File: config.mk
export PLATFORM = sky130hd
export DESIGN_NAME = i2c_slave_regs
export DESIGN_NICKNAME = d
export VERILOG_FILES = /design/src/rtl/i2c_slave_regs.sv
export SDC_FILE = /design/constraint.sdc
export NUM_CORES = 1
export LEC_CHECK = 0
export BUFFER_PORTS_ARGS = -buffer_cell sky130_fd_sc_hd__buf_4
export CORE_MARGIN = 2
export CORE_UTILIZATION = 25
export CTS_CLUSTER_DIAMETER = 100
export DETAILED_ROUTE_END_ITERATION = 8
export HOLD_SLACK_MARGIN = 0.15
export SLEW_MARGIN = 5
export SYNTH_ARGS = -nofsm -noshare
export SYNTH_HDL_FRONTEND = slang
export SYNTH_SLANG_ARGS = --single-unit
File: constraint.sdc
create_clock -name CLK -period 3.1 [get_ports CLK]
set_clock_uncertainty 0.15 [all_clocks]
set_input_delay 0.155 -clock CLK [delete_from_list [all_inputs] [get_ports CLK]]
set_output_delay 0.155 -clock CLK [all_outputs]
set_load 0.005 [all_outputs]
File: src/rtl/i2c_slave_regs.sv
// I2C slave exposing a small byte-wide register file: write via index byte + data bytes,
// read continuing from the retained pointer. SCL/SDA are oversampled on CLK.
module i2c_slave_regs #(
  parameter logic [6:0]  DEVICE_ADDR = 7'b1000111,
  parameter int unsigned NUM_REGS    = 4,
  parameter int unsigned SYNC_STAGES = 2,
  localparam int unsigned IDX_W      = (NUM_REGS > 2) ? $clog2(NUM_REGS) : 1
) (
  input  logic                  CLK,
  input  logic                  RST_N,
  input  logic                  SCL,
  input  logic                  SDA_IN,
  output logic                  SDA_OE,
  output logic [NUM_REGS*8-1:0] REG_OUT,
  output logic                  WR_STROBE,
  output logic [IDX_W-1:0]      WR_IDX,
  output logic [7:0]            WR_DATA,
  output logic                  BUSY
);

  typedef enum logic [3:0] {
    StIdle, StAddr, StAddrAck, StIdx, StIdxAck, StWdata, StWdataAck, StRdata, StRdataAck
  } state_e;

  logic [SYNC_STAGES-1:0] scl_sync_q, scl_sync_d, sda_sync_q, sda_sync_d;
  logic                   scl_prev_q, sda_prev_q;
  logic                   scl_s, sda_s, scl_rise, scl_fall, start_det, stop_det;

  state_e             state_q, state_d;
  logic [3:0]         bit_cnt_q, bit_cnt_d;
  logic [7:0]         shift_q, shift_d;
  logic [IDX_W-1:0]   ptr_q, ptr_d, ptr_inc;
  logic               rw_q, rw_d;
  logic [7:0]         regs_q [NUM_REGS];
  logic [7:0]         regs_d [NUM_REGS];
  logic               sda_oe_q, sda_oe_d, wr_strobe_q, wr_strobe_d;
  logic [IDX_W-1:0]   wr_idx_q, wr_idx_d;
  logic [7:0]         wr_data_q, wr_data_d, rx_byte;

  assign scl_s     = scl_sync_q[SYNC_STAGES-1];
  assign sda_s     = sda_sync_q[SYNC_STAGES-1];
  assign scl_rise  = scl_s & ~scl_prev_q;
  assign scl_fall  = ~scl_s & scl_prev_q;
  // Both SCL samples high so an SDA change during an SCL edge is not taken as START/STOP.
  assign start_det = scl_s & scl_prev_q & sda_prev_q & ~sda_s;
  assign stop_det  = scl_s & scl_prev_q & ~sda_prev_q & sda_s;
  assign rx_byte   = {shift_q[6:0], sda_s};
  assign ptr_inc   = ptr_q + IDX_W'(1);

  always_comb begin
    scl_sync_d  = {scl_sync_q[SYNC_STAGES-2:0], SCL};
    sda_sync_d  = {sda_sync_q[SYNC_STAGES-2:0], SDA_IN};
    state_d     = state_q;
    bit_cnt_d   = bit_cnt_q;
    shift_d     = shift_q;
    ptr_d       = ptr_q;
    rw_d        = rw_q;
    regs_d      = regs_q;
    sda_oe_d    = sda_oe_q;
    wr_strobe_d = 1'b0;
    wr_idx_d    = wr_idx_q;
    wr_data_d   = wr_data_q;

    if (start_det) begin
      state_d   = StAddr;
      bit_cnt_d = 4'd0;
      sda_oe_d  = 1'b0;
    end else if (stop_det) begin
      state_d   = StIdle;
      bit_cnt_d = 4'd0;
      sda_oe_d  = 1'b0;
    end else begin
      case (state_q)
        StAddr, StIdx: begin
          if (scl_rise && bit_cnt_q < 4'd8) begin
            shift_d   = rx_byte;
            bit_cnt_d = bit_cnt_q + 4'd1;
          end else if (scl_fall && bit_cnt_q == 4'd8) begin
            bit_cnt_d = 4'd0;
            if (state_q == StIdx) begin
              ptr_d    = shift_q[IDX_W-1:0];
              sda_oe_d = 1'b1;
              state_d  = StIdxAck;
            end else if (shift_q[7:1] == DEVICE_ADDR) begin
              rw_d     = shift_q[0];
              sda_oe_d = 1'b1;
              state_d  = StAddrAck;
            end else begin
              state_d  = StIdle;
            end
          end
        end
        StAddrAck: begin
          if (scl_fall) begin
            bit_cnt_d = 4'd0;
            if (rw_q) begin
              shift_d  = regs_q[ptr_q];
              sda_oe_d = ~regs_q[ptr_q][7];
              state_d  = StRdata;
            end else begin
              sda_oe_d = 1'b0;
              state_d  = StIdx;
            end
          end
        end
        StIdxAck, StWdataAck: begin
          if (scl_fall) begin
            bit_cnt_d = 4'd0;
            sda_oe_d  = 1'b0;
            state_d   = StWdata;
          end
        end
        StWdata: begin
          if (scl_rise && bit_cnt_q < 4'd8) begin
            shift_d   = rx_byte;
            bit_cnt_d = bit_cnt_q + 4'd1;
            if (bit_cnt_q == 4'd7) begin
              regs_d[ptr_q] = rx_byte;
              wr_strobe_d   = 1'b1;
              wr_idx_d      = ptr_q;
              wr_data_d     = rx_byte;
              ptr_d         = ptr_inc;
            end
          end else if (scl_fall && bit_cnt_q == 4'd8) begin
            bit_cnt_d = 4'd0;
            sda_oe_d  = 1'b1;
            state_d   = StWdataAck;
          end
        end
        StRdata: begin
          if (scl_rise && bit_cnt_q < 4'd8) begin
            bit_cnt_d = bit_cnt_q + 4'd1;
          end else if (scl_fall) begin
            if (bit_cnt_q == 4'd8) begin
              bit_cnt_d = 4'd0;
              sda_oe_d  = 1'b0;
              state_d   = StRdataAck;
            end else begin
              shift_d  = {shift_q[6:0], 1'b0};
              sda_oe_d = ~shift_q[6];
            end
          end
        end
        StRdataAck: begin
          if (scl_rise && sda_s) begin
            state_d = StIdle;
          end else if (scl_fall) begin
            bit_cnt_d = 4'd0;
            ptr_d     = ptr_inc;
            shift_d   = regs_q[ptr_inc];
            sda_oe_d  = ~regs_q[ptr_inc][7];
            state_d   = StRdata;
          end
        end
        default: ;
      endcase
    end
  end

  always_ff @(posedge CLK) begin
    if (!RST_N) begin
      scl_sync_q  <= '1;
      sda_sync_q  <= '1;
      scl_prev_q  <= 1'b1;
      sda_prev_q  <= 1'b1;
      state_q     <= StIdle;
      bit_cnt_q   <= 4'd0;
      shift_q     <= 8'h00;
      ptr_q       <= '0;
      rw_q        <= 1'b0;
      for (int i = 0; i < NUM_REGS; i++) regs_q[i] <= 8'h00;
      sda_oe_q    <= 1'b0;
      wr_strobe_q <= 1'b0;
      wr_idx_q    <= '0;
      wr_data_q   <= 8'h00;
    end else begin
      scl_sync_q  <= scl_sync_d;
      sda_sync_q  <= sda_sync_d;
      scl_prev_q  <= scl_s;
      sda_prev_q  <= sda_s;
      state_q     <= state_d;
      bit_cnt_q   <= bit_cnt_d;
      shift_q     <= shift_d;
      ptr_q       <= ptr_d;
      rw_q        <= rw_d;
      regs_q      <= regs_d;
      sda_oe_q    <= sda_oe_d;
      wr_strobe_q <= wr_strobe_d;
      wr_idx_q    <= wr_idx_d;
      wr_data_q   <= wr_data_d;
    end
  end

  for (genvar i = 0; i < NUM_REGS; i++) begin : g_reg_out
    assign REG_OUT[8*i +: 8] = regs_q[i];
  end

  assign SDA_OE    = sda_oe_q;
  assign WR_STROBE = wr_strobe_q;
  assign WR_IDX    = wr_idx_q;
  assign WR_DATA   = wr_data_q;
  assign BUSY      = (state_q != StIdle);

endmodule

Yosys cells after proc, flatten, opt, wreduce, memory -nomap -nowiden:

Index checks and enable logic that the tools add are counted.

* bits of input ports: 4
* register bits: 69
* word-level logic and storage cells: 180
* output and inout port bits: 45

* bitwise logic cells: 22
* reduce and logical (&&, ||, !) cells: 24
* equality and inequality tests: 43
* order comparisons: 4
* multiplexer cells: 67
* $add $sub $neg: 2

Operators by type and width (number)
* $mux W8: 13
* $mux W4: 18
* $ne A4 B4 Y1 const B: 9
* $reduce_and A11 Y1: 3
* $bmux W8 S2: 2
* $bwmux W32: 1
* $ne A2 B2 Y1 const B: 16
* $pmux W8 S4: 1
* $pmux W4 S6: 1
* $eq A4 B3 Y1 const B: 5
* $mux W1: 17
* $demux W8 S2: 1
* $mux W2: 8
* $pmux W4 S4: 1
* $not A1 Y1: 13
* $ne A3 B3 Y1 const B: 4
* $reduce_and A12 Y1: 1
* $reduce_bool A4 Y1: 3
* $reduce_and A10 Y1: 1
* $reduce_and A5 Y1: 2
* $reduce_or A3 Y1: 3
* $eq A4 B2 Y1 const B: 2
* $eq A4 B4 Y1 const B: 2
* $reduce_bool A8 Y1: 1
* other kinds (21): 34

Longest topological paths before layout:

* depth after elaboration: 9
* depth in mapped cells: 10
* mapped depth without buffers: 7

Worst setup path before layout:

Ideal clock, no wire load.

* path kind: register to register
* start point: register ptr_q[0]
* end point: register shift_q[4]
* path slack: 0.453 ns
* path buffers: 3
* library setup time: 0.140 ns
* cell stages (with the launch flop): 9
* required time: 2.810 ns
* arrival: 2.357 ns
* cell sequence: dfxtp_1 > buf_2 > buf_2 > inv_1 > ha_1 > buf_1 > mux4_2 > a221oi_1 > a211oi_2

* word-level cells in the longest chain between the ends: 8
* elaborated cells between the ends (all ways): 14
* those cells by class: 1 x add/sub; 11 x mux; 2 x bitwise

Ends and longest elaborated chain
* start: declaration: RTL line 32 `logic [IDX_W-1:0] ptr_q, ptr_d, ptr_inc;`
* start signal: assignment: RTL line 184 `ptr_q <= ptr_d;`
* $add A2 B1 Y2: RTL line 48 `assign ptr_inc = ptr_q + IDX_W'(1);`
* $not A2 Y3 (implied by the code): RTL line 150 `shift_d = regs_q[ptr_inc];`
* $bmux W8 S2: RTL line 150
* $mux W8 (implied by the code) (2 in a row): RTL line 150
* $mux W8: RTL line 147 `end else if (scl_fall) begin`
* $mux W8: RTL line 145 `if (scl_rise && sda_s) begin`
* $pmux W8 S4 (*): RTL line 73 `case (state_q)`
* end signal: assignment: RTL line 183 `shift_q <= shift_d;`
* end: declaration: RTL line 31 `logic [7:0] shift_q, shift_d;`

Mark *: on every way between the ends. The rest lies on a longest branch, timed or not. The select of a mux whose other input is x is not followed.
A chain may end at the register's enable or synchronous reset.

Worst setup path in the final report:

* start point: register state_q[0]
* end point: register ptr_q[1]

* word-level cells in the longest chain between the ends: 4
* elaborated cells between the ends (all ways): 15
* those cells by class: 11 x eq/ne; 1 x mux; 3 x reduce/logical

Ends and longest elaborated chain
* start: declaration: RTL line 29 `state_e state_q, state_d;`
* start signal: assignment: RTL line 166 `state_q <= StIdle;`
* start signal: assignment: RTL line 181 `state_q <= state_d;`
* $eq A4 B2 Y1 or $eq A4 B1 Y1 (tied branches): RTL line 73, 80
* $reduce_or A2 Y1: RTL line 73
* $ne A2 B2 Y1 (no source line) or $reduce_bool A3 Y1 (tied branches)
* $reduce_and A10 Y1 (no source line)

Parallel ways exist; a longest one is shown, timed or not.

==> results_dict.tcl <==
set metrics [dict create \
    grt_busiest_layer "met2" \
    areaGrowthSynthToFinish_pct 21.9 \
    cp_data_required_time_ns 3.19 \
    cp-start-kind "flip-flop" \
    num_antenna_cells 0 \
    cts_sinks 69 \
    port_buffers 48 \
    synth_xor_area_share_pct 0.232 \
    die_height_um 127 \
    numCtsBuffers 9 \
    avgViaCountPerCell 5.22 \
    netSwitchingPower_w 0.000460 \
    synth-compound-area-share_pct 20.1 \
    hpwl_mm 7.59 \
    max_freq_ghz 0.375 \
    clkPwrFrac_pct 52.2 \
    worstHoldStart "sda_sync_q[0]" \
    tns_ns 0 \
    track_usage_pct 13.5 \
    worstSetupPathType "flip-flop to flip-flop" \
    synth_seq_cells 69 \
    r2r-start "state_q[0]" \
    netlist_area_um2 3770 \
    grt_max_degree 45 \
    cts_root_buf "clkbuf_16" \
    clockBufferDepth 2 \
    grt_pass1_wl_mm 17.4 \
    crit_slowest_cell "dfxtp_1" \
    htree_levels 3 \
    synth_mux_area_share_pct 13.0 \
    endpoint_kind "flip-flop" \
    status "complete, no violations" \
    die_area_um2 16100 \
    synth_top_family_by_area "simple AND/OR/NAND/NOR gates" \
    drive_above_1_share_pct 23.8 \
    crit_cells 5 \
    crit_arrival_ns 2.75 \
    yosys_most_used_dff "dfxtp_1" \
    holdPathStages 1 \
    rsz0062_at_grt "no" \
    path_max_fanout 17 \
    setup_viol 0 \
    syn_inst 424 \
    tritoncts "done" \
    insertion_delay_ns 0.34 \
    max_stage_delay_ns 0.65 \
    critPathBufInv 0 \
    pwr-share-comb_pct 3.1 \
    fin_nets 468 \
    ys_types 65 \
    gp_congestion 0.914 \
    p_sw_share_pct 22.7 \
    hold_class "flip-flop to flip-flop" \
    ioPinCount 49 \
    initial_utilization_pct 25.8 \
    synth-edff-count 0 \
    p_seq_share_pct 44.8 \
    detail-route-antenna-nets 0 \
    slew_violations 0 \
    max_cap_violations 0 \
    worstHoldEndpoint "sda_sync_q[1]" \
    design_area_um2 4600 \
    peakVddDrop_mv 0.261 \
    grt_overflow_total 0 \
    dpl_cell_area_um2 4240 \
    hold_viol 0 \
    synth-simple-area-share_pct 22.3 \
    fin_crit_ns 2.66 \
    finalCritPeriodShare_pct 85.9 \
    drtIter0Drc 330 \
    post_cts_buffers 0 \
    relSlewSlack_pct 61.3 \
    grtUsageMet3_pct 2.83 \
    synth_seq_area_share_pct 36.6 \
    avgSynthCellArea_um2 8.90 \
    wirelength_mm 10.8 \
    synth_adder_area_share_pct 1.99 \
    reg2reg_to "ptr_q[1]" \
    tightest_slew_ns 0.579 \
    drc_errors 0 \
    grt_use_met2_pct 21.1 \
    drt_first_pass_iters 7 \
    critPathTopFamily "simple AND/OR/NAND/NOR gates" \
    wl_per_cell_um 16.7 \
    internal-power_w 0.00157 \
    path_clk_slew_ns 0.06 \
    reg2regPathDepth 5 \
    num_rows 44 \
    grt_pass1_vias 3139 \
    layout_common_cells "dfxtp_1, a21oi_1, buf_4" \
    dr_total_vias 3378 \
    synth_warnings 0 \
    core_area_um2 14600 \
    synthArstFlopShare_pct 0 \
    layout_commonest_cell "dfxtp_1" \
    reg2reg_slack_ns 0.44 \
    syn_nets 434 \
    power_density_nw_per_um2 441 \
    met1_usage_pct 18.7 \
    p_leak_nw 1.57 \
    die_w_um 127 \
    postCtsHoldBufs 5 \
    crit_chain "nand2b_1 > or4_4 > a221oi_4 > a21oi_1 > a311oi_1" \
    antenna_found_initial 0 \
    cts_resized 0 \
]
## through the flow
stage	total power, W	util (%)	setup WS (ns)	cells	hold WS (ns)
after global placement	0.000982	29.0	0.576	626	0.195
after global routing	0.00209	31.4	0.297	647	0.275
after floorplan	0.000963	-	0.453	424	0.106
final	0.00203	31.4	0.436	647	0.259
after detailed placement	0.000982	29.0	0.517	626	0.197
after CTS	0.00204	31.4	0.486	647	0.264
## worst max path at each step
stage | end | slack, ns | from
floorplan | shift_q[4] | 0.45 | ptr_q[0]
global placement | ptr_q[1] | 0.58 | state_q[0]
detailed placement | ptr_q[1] | 0.52 | state_q[0]
CTS | ptr_q[1] | 0.49 | state_q[0]
global route | ptr_q[1] | 0.30 | state_q[0]
finish | ptr_q[1] | 0.44 | state_q[0]
## worst register-to-register path, stage by stage (launching register included)
cell and delay (ns):
dfxtp_1 0.65, nand2b_1 0.43, or4_4 0.66, a221oi_4 0.31, a21oi_1 0.11, a311oi_1 0.27
## registers in the layout, summed over array words and instances, names as in the netlist
name and flops:
sda_prev_q 1, state_q 4, rw_q 1, shift_q 8, WR_DATA 8, REG_OUT 32, scl_sync_q 2, SDA_OE 1
sda_sync_q 2, WR_IDX 2, ptr_q 2, scl_prev_q 1, bit_cnt_q 4, WR_STROBE 1
## cell usage after synthesis, types with 3 or more instances
library cell  instances  area [um2]
a211oi_1              3        22.5
a21oi_1              59         295
a22oi_1               7        52.6
a311oi_2              6        90.1
and2_1                4        25.0
buf_2                14        70.1
buf_6                 3        33.8
clkbuf_1             19        71.3
dfxtp_1              69        1380
ha_1                  6        75.1
inv_1                 4        15.0
mux2i_1              13         130
mux4_2               16         360
nand2_1              53         199
nand2b_1             14        87.6
nand3_1              45         225
nor2_1               22        82.6
nor2b_1               3        18.8
o21ai_0               9        45.0
## metal layers
metal	vias to the layer above	part of all wire, %
met5	-	0
met4	0	1.5
met3	15	6.8
met2	145	46
met1	1603	46
li1	1615	-
## area by class of cell
cell class,count,area (um2)
tap,184,230
clock buffer,10,239
multi-input combinational,310,2180
sequential,69,1380
timing repair buffer,63,485
clock inverter,6,70.1
fill,1509,10000
inverter,5,18.8
## logic make-up (layout without fill, tap and decap cells)
logic type	after synthesis	count (layout)
and+or+nand+nor	166	166
AOI/OAI and AO/OA	108	108
DFF	69	69
buffers and inverters	45	84
muxes	29	29
adders and majority gates	6	6
xor gates and xnor gates	1	1
## power groups by stage
stage | Clock [W] | Combinational [W] | Sequential [W]
floorplan | 0 | 0.0000484 | 0.000915
global placement | 0 | 0.0000565 | 0.000926
finish | 0.00106 | 0.0000620 | 0.000907
detailed placement | 0 | 0.0000563 | 0.000926
CTS | 0.00108 | 0.0000612 | 0.000906
global route | 0.00111 | 0.0000680 | 0.000907
Note: power is estimated with default switching activity, not from simulation.
